<file path="config.mk">
export PLATFORM = sky130hd
export DESIGN_NAME = writeback_buffer
export DESIGN_NICKNAME = d
export VERILOG_FILES = /design/src/rtl/writeback_buffer.sv
export SDC_FILE = /design/constraint.sdc
export NUM_CORES = 1
export LEC_CHECK = 0
export ABC_AREA = 0
export CAP_MARGIN = 40
export CORE_MARGIN = 3
export CORE_UTILIZATION = 55
export CTS_BUF_LIST = sky130_fd_sc_hd__clkbuf_8
export CTS_CLUSTER_SIZE = 14
export DETAILED_ROUTE_END_ITERATION = 12
export PLACE_DENSITY_LB_ADDON = 0.1
export SLEW_MARGIN = 30
export SYNTH_ARGS = -nofsm -noshare
export SYNTH_HDL_FRONTEND = slang
export SYNTH_SLANG_ARGS = --single-unit
</file>
<file path="constraint.sdc">
create_clock -name clk -period 5.3 [get_ports clk]
set_input_delay 1.59 -clock clk [delete_from_list [all_inputs] [get_ports clk]]
set_output_delay 1.59 -clock clk [all_outputs]
set_load 0.03 [all_outputs]
</file>
<file path="src/rtl/writeback_buffer.sv">
// Writeback buffer between a 2-way cache and main memory: a small circular FIFO of
// evicted lines, drained one write at a time, with an associative snoop port for refills.
module writeback_buffer #(
    parameter int DEPTH = 4
) (
    input  logic       clk,
    input  logic       rst_n,
    input  logic       wb_valid,
    input  logic [2:0] wb_tag,
    input  logic [1:0] wb_index,
    input  logic [2:0] wb_data,
    output logic       mem_req,
    output logic [4:0] mem_addr,
    output logic [2:0] mem_data,
    input  logic       mem_ack,
    input  logic [2:0] snoop_tag,
    input  logic [1:0] snoop_index,
    output logic       snoop_hit,
    output logic [2:0] snoop_data,
    output logic       full,
    output logic       empty,
    output logic [3:0] count,
    output logic       overflow
);

    localparam int PTR_W = (DEPTH > 1) ? $clog2(DEPTH) : 1;

    typedef enum logic {IDLE, REQ} state_t;

    state_t             state_q, state_d;
    logic [PTR_W-1:0]   head_q, tail_q;
    logic [PTR_W-1:0]   snoop_pos;
    logic [7:0]         entry_q [DEPTH];
    logic               push, pop;

    assign full  = (count == 4'(DEPTH));
    assign empty = (count == 4'd0);
    // A pop in the same cycle never frees room for a push that arrives while full.
    assign push  = wb_valid && !full;

    always_ff @(posedge clk or negedge rst_n) begin
        if (!rst_n) begin
            state_q  <= IDLE;
            head_q   <= '0;
            tail_q   <= '0;
            count    <= 4'd0;
            overflow <= 1'b0;
        end else begin
            state_q <= state_d;
            if (push) tail_q <= tail_q + PTR_W'(1);
            if (pop)  head_q <= head_q + PTR_W'(1);
            case ({push, pop})
                2'b10:   count <= count + 4'd1;
                2'b01:   count <= count - 4'd1;
                default: count <= count;
            endcase
            if (wb_valid && full) overflow <= 1'b1;
        end
    end

    // Entry storage carries no reset; only pointers and count define what is pending.
    always_ff @(posedge clk) begin
        if (push) entry_q[tail_q] <= {wb_tag, wb_index, wb_data};
    end

    always_comb begin
        state_d  = state_q;
        mem_req  = 1'b0;
        mem_addr = 5'd0;
        mem_data = 3'd0;
        pop      = 1'b0;
        case (state_q)
            IDLE: begin
                if (!empty) state_d = REQ;
            end
            REQ: begin
                mem_req  = 1'b1;
                mem_addr = entry_q[head_q][7:3];
                mem_data = entry_q[head_q][2:0];
                if (mem_ack) begin
                    pop     = 1'b1;
                    state_d = IDLE;
                end
            end
            default: state_d = IDLE;
        endcase
    end

    // Walk pending entries oldest to newest so the last match is the newest one.
    always_comb begin
        snoop_hit  = 1'b0;
        snoop_data = 3'd0;
        snoop_pos  = head_q;
        for (int k = 0; k < DEPTH; k++) begin
            snoop_pos = head_q + PTR_W'(k);
            if ((4'(k) < count) && (entry_q[snoop_pos][7:3] == {snoop_tag, snoop_index})) begin
                snoop_hit  = 1'b1;
                snoop_data = entry_q[snoop_pos][2:0];
            end
        end
    end

endmodule

</file>
==> reports/results.ini, run 1 <==
[timing]
achievable-frequency_mhz=192.2
final_critical_path_setup_slack_ns=0.09665
finalWorstPathRequiredPeriod_ns=5.203
fin_setup_tns_ns=0
slew-limit-headroom_pct=55.88
max_slew_violation_count=0
fin_worst_skew_ns=0.003030
grt_setup_unrepaired=false
tightestPinTransition_ns=0.6618
final-hold-violation-count=0
timing.hold.ws_ns=0.4624
report.final.setup_viol=0
final_min_period_over_clock_period_pct=98.18

[cts]
cts_inserted_buffers=5
post_cts_buffers=0
cts_num_sinks=42
max-clock-path-buffers=2
cts_tree=built
clkTransAtPathRegs_ns=0.08
clk-insertion-delay-late_ns=0.30
cts_max_level=2
cts_resized=0
hold_buffers=0
clockRootBuffer=sky130_fd_sc_hd__clkbuf_8

[power_and_ir_drop]
power_density_nw_per_um2=602.5
leakage_nw=1.251
irDropWorstVdd_mv=0.3035
post_layout_power_mw=2.014

[logic_synthesis]
total_nets_after_synthesis=245
post-synth-top-area-fraction_pct=34.16
synth.avg_cell_area_um2=12.84
most_used_standard_cell_by_instance_count_after_synthesis=sky130_fd_sc_hd__edfxtp_1
synth_largest_area_cell=sky130_fd_sc_hd__edfxtp_1
synth-edff-count=32
synth-warning-count=0
synth.lib_cells_used.distinct=37
synth.yosys.seq_area_share_pct=43.06
synth.ff_latch_count=42
synth_async_sr_flop_share_pct=23.81
synthesis.area_um2=2813
synth.top_cells.by_count=32 x sky130_fd_sc_hd__edfxtp_1, 25 x sky130_fd_sc_hd__xnor2_1, 19 x sky130_fd_sc_hd__nand2_1, 17 x sky130_fd_sc_hd__mux2i_1, 16 x sky130_fd_sc_hd__mux4_1
synth_top_flop_cell=sky130_fd_sc_hd__edfxtp_1
netlist_top_cells_area=sky130_fd_sc_hd__edfxtp_1 34%, sky130_fd_sc_hd__mux4_1 15%, sky130_fd_sc_hd__dfrtp_1 8.9%, sky130_fd_sc_hd__xnor2_1 7.8%, sky130_fd_sc_hd__mux2i_1 6.0%
postSynthCellCount=219

[global_route]
gr-total-overflow=0
gr-usage-all-layers_pct=20.04
grt_antenna_before_repair=0
first_global_vias=1928
wire_length_of_the_first_global_routing_pass_mm=9.321
grt_start_max_net_pins=32

[floorplanning]
core_region_area_um2=4817
num_io_pins=37
initial_core_util_pct=58.39
row_count=25
die_y_um=77.51
fp.dieArea_um2=6008
die_width_um=77.51

[layout]
final_core_util_pct=69.40
num_antenna_cells=0
fillCellCount=389
synthToLayoutAreaGrowth_pct=18.86
design.final.nets=282
drive_gt1_share_pct=10.12

[setup_path]
timing.critical_path.arrival_ns=3.61
worst_path_most_repeated_cell=sky130_fd_sc_hd__clkdlybuf4s50_1
timing.critical_path.slowest_stage_cell=sky130_fd_sc_hd__clkdlybuf4s50_1
end_kind=output pin
slowest_delay_ns=0.66
crit_path_max_fanout=4
critical_path.cell_chain=clkdlybuf4s50_1, xnor2_1, nand4_2, o22ai_1, or3b_1, clkdlybuf4s50_1
rrSetupSlack_ns=3.02
crit_type=input pin to output pin
required_ns=3.71
worst_setup_path_start_kind=input pin
reg2reg_depth=10

[place]
gp_congestion=0.8658
buffer_ports.inserted=36
pre_cts_slack_ns=0.09632
place.detailed.hpwl_mm=4.223

[status]
run_status=completed

[route]
routed-via-count=1887
ant_nets=0
detail_route.wl_per_cell_um=17.24
route.detailed.drc=0
drtPass1Iterations=4
drt_iter0_markers=60
vias_per_cell=5.824
drt-total-wl_mm=5.585

[flow_run]
timing.max_cap.violations=0

[hold_path]
min_path_type=register to register
hold-path-cell-count=1

sequential cells by signal (all words and copies together), names as in the netlist:
register	count
count	4
entry_q	32
head_q	2
overflow	1
state_q	1
tail_q	2
routing by layer:
metal | global-route usage, % | up-vias | share of wire [%]
li1 | - | 907 | -
met1 | 25.76 | 920 | 45
met2 | 34.02 | 50 | 49
met3 | 3.364 | 10 | 4.0
met4 | 7.651 | 0 | 2.0
met5 | 0 | - | 0
critical path, delay by kind of cell:
kind | cells | cell delay [ns]
XOR/XNOR | 1 | 0.30
AO/OA/AOI/OAI | 1 | 0.22
AND/OR/NAND/NOR | 2 | 0.30
buffers and inverters | 2 | 1.20
path summary, 6_finish.rpt:
check,from,endpoint
worst max register to register,count[0]$_DFFE_PN0P_,count[3]$_DFFE_PN0P_
min in group asynchronous,rst_n,head_q[0]$_DFFE_PN0P_
worst min register to register,overflow$_DFFE_PN0P_,overflow$_DFFE_PN0P_
max in group asynchronous,rst_n,tail_q[0]$_DFFE_PN0P_
worst min-delay path,overflow$_DFFE_PN0P_,overflow$_DFFE_PN0P_
worst max-delay path,snoop_index[1],snoop_hit
through the flow:
| stage | cells | instance area [um^2] |
|---|---|---|
| 5_1_grt | 324 | 3343 |
| 6_report | 324 | 3343 |
| 4_1_cts | 324 | 3343 |
| 3_5_place_dp | 316 | 3233 |
| 2_1_floorplan | 219 | 2813 |
| 3_3_place_gp | 316 | 3233 |
cell families (layout without fill, tap and decap cells):
logic type | count (synthesis) | count (layout) | synth area share (%)
xor+xnor | 27 | 27 | 8.408
mux | 37 | 37 | 24.20
simple gates | 56 | 56 | 10.45
flops | 42 | 42 | 43.06
buf+inv | 23 | 61 | 4.181
compound gates | 25 | 25 | 5.694
fa+ha+maj | 9 | 9 | 4.004
power by group:
part	total [mW]	internal, mW	switching [mW]
logic	1.22	0.576	0.646
registers	0.544	0.448	0.0952
clock network	0.249	0.139	0.111
total	2.01	1.16	0.852
final cells by class:
cell class | instances | area (um^2) | area share (%)
multi-input cells | 154 | 1484 | 44.39
well taps | 67 | 83.83 | 2.507
clock buffers | 5 | 68.82 | 2.058
flip-flops and latches | 42 | 1211 | 36.23
clock inverters | 3 | 41.29 | 1.235
repair buffers | 46 | 427.9 | 12.80
inverters | 7 | 26.28 | 0.7859
cells in the final DEF, fill, tap and decap left out, types with 2 or more instances in the layout:
| cell | netlist | layout |
|---|---|---|
| sky130_fd_sc_hd__xor2_1 | 2 | 2 |
| sky130_fd_sc_hd__ha_1 | 9 | 9 |
| sky130_fd_sc_hd__inv_1 | 6 | 7 |
| sky130_fd_sc_hd__edfxtp_1 | 32 | 32 |
| sky130_fd_sc_hd__buf_4 | 0 | 13 |
| sky130_fd_sc_hd__o32ai_1 | 3 | 3 |
| sky130_fd_sc_hd__and2_1 | 10 | 10 |
| sky130_fd_sc_hd__nor3_1 | 6 | 6 |
| sky130_fd_sc_hd__nand2_1 | 19 | 19 |
| sky130_fd_sc_hd__and3_1 | 3 | 3 |
| sky130_fd_sc_hd__dfrtp_1 | 10 | 10 |
| sky130_fd_sc_hd__mux4_2 | 4 | 4 |
| sky130_fd_sc_hd__o21ai_0 | 3 | 3 |
| sky130_fd_sc_hd__xnor2_1 | 25 | 25 |
| sky130_fd_sc_hd__clkbuf_8 | 0 | 5 |
| sky130_fd_sc_hd__a21oi_1 | 8 | 8 |
| sky130_fd_sc_hd__nand4_1 | 3 | 3 |
| sky130_fd_sc_hd__mux4_1 | 16 | 16 |
| sky130_fd_sc_hd__nor2_1 | 7 | 7 |
| sky130_fd_sc_hd__mux2i_1 | 17 | 17 |
| sky130_fd_sc_hd__clkdlybuf4s50_1 | 0 | 33 |
| sky130_fd_sc_hd__o31ai_1 | 7 | 7 |
Power figures use the tool's default switching activity.
==> run 2, diff against run 1 <==
--- a/config.mk
+++ b/config.mk
@@ -9,5 +9,5 @@
 export CAP_MARGIN = 40
 export CORE_MARGIN = 3
-export CORE_UTILIZATION = 55
+export CORE_UTILIZATION = 58
 export CTS_BUF_LIST = sky130_fd_sc_hd__clkbuf_8
 export CTS_CLUSTER_SIZE = 14
==> constraint.sdc (replaced) <==
create_clock -name clk -period 5.3 [get_ports clk]
set_input_delay 1.59 -clock clk [delete_from_list [all_inputs] [get_ports clk]]
set_output_delay 1.59 -clock clk [all_outputs]
set_load 0.05 [all_outputs]
==> reports/results.ini, run 2 (same netlist as run 1, synthesis figures left out) <==
[global_route]
grt_start_max_net_pins=23  ; -28%
wire_length_of_the_first_global_routing_pass_mm=8.300  ; -11%
first_global_vias=1729  ; -10%
grt_antenna_before_repair=0  ; unchanged
gr-total-overflow=0  ; unchanged
gr-usage-all-layers_pct=20.44  ; +0.40 points

[timing]
finalWorstPathRequiredPeriod_ns=5.211  ; +0.007280 ns
fin_worst_skew_ns=0.01081  ; +0.007785 ns
grt_setup_unrepaired=true
final_critical_path_setup_slack_ns=0.08937  ; -0.007280 ns
max_slew_violation_count=0  ; unchanged
achievable-frequency_mhz=191.9  ; -0.14%
report.final.setup_viol=0  ; unchanged
tightestPinTransition_ns=0.6354  ; -0.02634 ns
final_min_period_over_clock_period_pct=98.31  ; +0.14 points
final-hold-violation-count=0  ; unchanged
slew-limit-headroom_pct=57.64  ; +1.8 points

[route]
vias_per_cell=6.045  ; +3.8%
drt-total-wl_mm=5.285  ; -5.4%
met3_length_um=187  ; -17%
drt_iter0_markers=75  ; +25%
top_signal_layer_used=met4
met2WireLength_mm=2.656  ; -3.1%
route.detailed.drc=0  ; unchanged
wl_met1_mm=2.317  ; -7.3%
ant_nets=0  ; unchanged
routed-via-count=1868  ; -1.0%
detail_route.wl_per_cell_um=17.10  ; -0.78%
drtPass1Iterations=4  ; unchanged

[layout]
synthToLayoutAreaGrowth_pct=19.31
drive_gt1_share_pct=10.12  ; unchanged
design_area_um2=3356  ; +0.37%
num_antenna_cells=0  ; unchanged
layout_common_cells=32 x sky130_fd_sc_hd__edfxtp_1, 31 x sky130_fd_sc_hd__clkdlybuf4s50_1, 24 x sky130_fd_sc_hd__xnor2_1
top_regs=entry_q: 32 flops, count: 4 flops
design.final.nets=282  ; unchanged
final_core_util_pct=74.50  ; +5.1 points
fillCellCount=307  ; -21%
mostFrequentLayoutCell=sky130_fd_sc_hd__edfxtp_1
largest_register_ff_count=32  ; unchanged
max_flop_register=entry_q
post_layout_nonfiller_instances=309  ; -4.6%

[setup_path]
end_kind=output pin
slowest_delay_ns=0.52  ; -0.14 ns
crit_path_max_fanout=4  ; unchanged
path_delay_family=compound AO/OA/AOI/OAI gates
worstPathBufferInverterCount=2  ; unchanged
timing.critical_path.slowest_stage_cell=sky130_fd_sc_hd__clkdlybuf4s50_1
worst_setup_path_start_kind=input pin
critical_path.cell_chain=clkdlybuf4s50_1, xnor2_1, nand4_2, o22ai_1, nand3b_1, o32ai_1, buf_12
crit_type=input pin to output pin
required_ns=3.71  ; about the same
timing.critical_path.arrival_ns=3.62  ; about the same

[power_and_ir_drop]
power_density_nw_per_um2=642.7  ; +6.7%
post_layout_power_mw=2.157  ; +7.1%
irDropWorstVdd_mv=0.3696  ; +22%
leakage_nw=1.269  ; +1.4%

[cts]
post_cts_buffers=0  ; unchanged
max-clock-path-buffers=2  ; unchanged
cts_inserted_buffers=5  ; unchanged
clkTransAtPathRegs_ns=0.08  ; about the same
clockRootBuffer=sky130_fd_sc_hd__clkbuf_8
cts_max_level=2  ; unchanged
clk-insertion-delay-late_ns=0.30  ; about the same
hold_buffers=0  ; unchanged
cts_tree=built
cts_resized=0  ; unchanged
cts_num_sinks=42  ; unchanged

[status]
run_status=completed

[place]
dp.cells=300  ; -5.1%
place.detailed.hpwl_mm=3.904  ; -7.6%
buffer_ports.inserted=36  ; unchanged
dpl_cell_area_um2=3254  ; +0.66%
gp_congestion=0.8788  ; +1.5%
pre_cts_slack_ns=0.08318  ; -0.01314 ns

[floorplanning]
fp.dieArea_um2=5721  ; -4.8%
die_width_um=75.64  ; -2.4%
row_count=24  ; -4.0%
die_y_um=75.64  ; -2.4%
initial_core_util_pct=62.44  ; +4.1 points
core_region_area_um2=4504  ; -6.5%
num_io_pins=37  ; unchanged

[flow_run]
timing.max_cap.violations=0  ; unchanged

[hold_path]
min_path_type=register to register

run 2: power by group:
part	switching (mW)	internal, mW	total (mW)
clock network	0.104	0.0879	0.192
logic	0.769	0.638	1.41
registers	0.110	0.448	0.559
run 2: final timing paths:
check / cells past startpoint / slack, ns / start / end
max: 7 / 0.09 / snoop_tag[0] / snoop_data[0]
min: 1 / 0.48 / overflow$_DFFE_PN0P_ / overflow$_DFFE_PN0P_
max reg2reg: 10 / 3.04 / count[0]$_DFFE_PN0P_ / count[3]$_DFFE_PN0P_
min reg2reg: 1 / 0.48 / overflow$_DFFE_PN0P_ / overflow$_DFFE_PN0P_
max in group asynchronous: 1 / 3.37 / rst_n / count[0]$_DFFE_PN0P_
min in group asynchronous: 1 / 1.61 / rst_n / overflow$_DFFE_PN0P_
run 2: metrics by stage:
step / hold slack [ns] / setup TNS (ns)
6_report: 0.4804 / 0
5_1_grt: 0.5062 / -0.02382
4_1_cts: 0.4751 / 0
3_5_place_dp: 0.4530 / 0
3_3_place_gp: 0.4429 / 0
2_1_floorplan: 0.5796 / -0.2573
run 2: per-layer routing:
layer  global-route usage [%]  vias to the layer above
li1                         -                      906
met1                    26.21                      910
met2                    33.46                       43
met3                    4.354                        9
met4                    9.320                        0
met5                        0                        -
run 2: area by class of cell:
type,count,area (um^2),area share [%]
clock buffer,5,68.82,2.051
clock inverter,3,11.26,0.3356
inverter,7,26.28,0.7830
multi-input combinational,154,1491,44.44
sequential,42,1211,36.09
tap,52,65.06,1.939
timing repair buffer,46,481.7,14.35
==> run 3, diff against run 2 <==
- DONT_BUFFER_PORTS: unset -> 1
==> reports/results.ini, run 3 (same netlist as run 1, synthesis figures left out) <==
[setup_path]
worstSetupStartpoint=head_q[0]$_DFFE_PN0P_
crit_path_max_fanout=18  ; +14
crit_type=register to output pin
reg2reg_from=count[1]$_DFFE_PN0P_
timing.critical_path.arrival_ns=3.37  ; -0.25 ns
rrSetupSlack_ns=2.60  ; -0.44 ns
end_kind=output pin
worst_setup_path_start_kind=register
reg2reg_depth=10  ; unchanged
worst_r2r_endpoint=count[3]$_DFFE_PN0P_
cp-endpoint=snoop_data[1]
required_ns=3.71  ; about the same

[cts]
cts_max_level=2  ; unchanged
max-clock-path-buffers=2  ; unchanged
clk-insertion-delay-late_ns=0.29  ; about the same
hold_buffers=0  ; unchanged
clkTransAtPathRegs_ns=0.08  ; about the same
cts_inserted_buffers=5  ; unchanged
cts_num_sinks=42  ; unchanged
cts_resized=0  ; unchanged
post_cts_buffers=0  ; unchanged
clockRootBuffer=sky130_fd_sc_hd__clkbuf_8
cts_tree=built

[global_route]
grt_antenna_before_repair=0  ; unchanged
gr-total-overflow=0  ; unchanged
first_global_vias=1831  ; +5.9%
wire_length_of_the_first_global_routing_pass_mm=9.066  ; +9.2%
gr-usage-all-layers_pct=21.96  ; +1.5 points
grt_start_max_net_pins=19  ; -17%

[timing]
achievable-frequency_mhz=201.7  ; +5.1%
tightestPinTransition_ns=0.8111  ; +0.1757 ns
final-hold-violation-count=0  ; unchanged
max_slew_violation_count=0  ; unchanged
final_min_period_over_clock_period_pct=93.56  ; -4.8 points
report.final.setup_viol=0  ; unchanged
slew-limit-headroom_pct=45.92  ; -12 points
grt_setup_unrepaired=false
timing.hold.ws_ns=0.6382  ; +0.1579 ns
final_critical_path_setup_slack_ns=0.3415  ; +0.2522 ns
finalWorstPathRequiredPeriod_ns=4.958  ; -0.2522 ns
fin_worst_skew_ns=0.009769  ; -0.001045 ns

[place]
pre_cts_slack_ns=0.5102  ; +0.4270 ns
dp.cells=263  ; -12%
buffer_ports.inserted=0  ; -100%
place.detailed.hpwl_mm=4.269  ; +9.3%
gp_congestion=1.007  ; +15%

[power_and_ir_drop]
power.share.combinational_pct=57.0  ; -8.2 points
netSwitchingPower_mw=0.9604  ; -2.3%
leakage_nw=1.103  ; -13%
share_clk_of_total_power_pct=9.6  ; +0.7 points
seq_power_share_pct=33.4  ; +7.5 points
netSwitchingFraction_pct=49.64  ; +4.1 points
irDropWorstVdd_mv=0.3017  ; -18%
power_density_nw_per_um2=656.9  ; +2.2%
power_report.internal_total_mw=0.9745  ; -17%

[layout]
final-seq-area_um2=1211  ; unchanged
top_regs=entry_q: 32 flops, count: 4 flops
drive_gt1_share_pct=10.09  ; -0.025 points
largest_register_ff_count=32  ; unchanged
synthToLayoutAreaGrowth_pct=4.715
design.final.nets=244  ; -13%
final_core_util_pct=65.39  ; -9.1 points
multi_input_comb_area_um2=1506  ; +1.0%
mostFrequentLayoutCell=sky130_fd_sc_hd__edfxtp_1
max_flop_register=entry_q
fillCellCount=344  ; +12%
layout_common_cells=32 x sky130_fd_sc_hd__edfxtp_1, 25 x sky130_fd_sc_hd__xnor2_1, 19 x sky130_fd_sc_hd__nand2_1
num_antenna_cells=0  ; unchanged
post_layout_nonfiller_instances=270  ; -13%

[route]
ant_nets=0  ; unchanged
drtPass1Iterations=6  ; +2
vias_per_cell=6.585  ; +8.9%
route.detailed.drc=0  ; unchanged
drt-total-wl_mm=5.689  ; +7.6%
detail_route.wl_per_cell_um=21.07  ; +23%
drt_iter0_markers=131  ; +75%
routed-via-count=1778  ; -4.8%

[status]
run_status=completed

[floorplanning]
initial_core_util_pct=62.44  ; unchanged
num_io_pins=37  ; unchanged
core_region_area_um2=4504  ; unchanged
row_count=24  ; unchanged
die_y_um=75.64  ; unchanged
die_width_um=75.64  ; unchanged
fp.dieArea_um2=5721  ; unchanged

[flow_run]
timing.max_cap.violations=0  ; unchanged

[hold_path]
min_path_type=register to register

==> run 3: worst min path at each step <==
| stage | cells after the start | end | from |
|---|---|---|---|
| finish | 2 | tail_q[1]$_DFFE_PN0P_ | tail_q[1]$_DFFE_PN0P_ |
| global route | 2 | tail_q[1]$_DFFE_PN0P_ | tail_q[1]$_DFFE_PN0P_ |
| CTS | 2 | tail_q[1]$_DFFE_PN0P_ | tail_q[1]$_DFFE_PN0P_ |
| detailed placement | 2 | tail_q[1]$_DFFE_PN0P_ | tail_q[1]$_DFFE_PN0P_ |
| global placement | 2 | tail_q[0]$_DFFE_PN0P_ | tail_q[0]$_DFFE_PN0P_ |
| floorplan | 2 | tail_q[1]$_DFFE_PN0P_ | tail_q[1]$_DFFE_PN0P_ |
==> run 3: power by group through the flow <==
stage / clock network [mW] / registers (mW) / logic (mW)
2_1_floorplan: 0 / 0.577 / 0.973
3_3_place_gp: 0 / 0.644 / 1.06
3_5_place_dp: 0 / 0.653 / 1.10
4_1_cts: 0.189 / 0.647 / 1.11
5_1_grt: 0.206 / 0.663 / 1.19
6_report: 0.186 / 0.646 / 1.10
==> run 3: area by class of cell <==
cell class	count	share of cell area, %
Tap cell	52	2.209
Sequential cell	42	41.12
Multi-Input combinational cell	154	51.15
Clock buffer	5	2.336
Clock inverter	2	0.2549
Timing Repair Buffer	8	2.039
Inverter	7	0.8921
==> run 3: worst max-delay path, stage by stage (launching register included) <==
cell	delay (ns)
sky130_fd_sc_hd__dfrtp_1	0.84
sky130_fd_sc_hd__buf_4	0.28
sky130_fd_sc_hd__mux4_1	0.57
sky130_fd_sc_hd__xnor2_1	0.14
sky130_fd_sc_hd__nand4_1	0.25
sky130_fd_sc_hd__nor2_1	0.09
sky130_fd_sc_hd__nand3b_1	0.30
sky130_fd_sc_hd__o32ai_2	0.35
sky130_fd_sc_hd__buf_4	0.25
==> run 3: layer usage <==
metal  vias to the layer above  share of wire, %  GRT usage, %
li1                        826                 -             -
met1                       869                38         25.68
met2                        69                51         37.58
met3                        14               7.8         6.069
met4                         0               3.5         10.10
met5                         -                 0             0
==> run 3: metrics by stage <==
stage          total power [mW]  area (um^2)  setup TNS (ns)
2_1_floorplan             1.551         2813         -0.2573
3_3_place_gp              1.708         2861               0
3_5_place_dp              1.756         2869               0
4_1_cts                   1.942         2945               0
5_1_grt                   2.057         2945               0
6_report                  1.935         2945               0
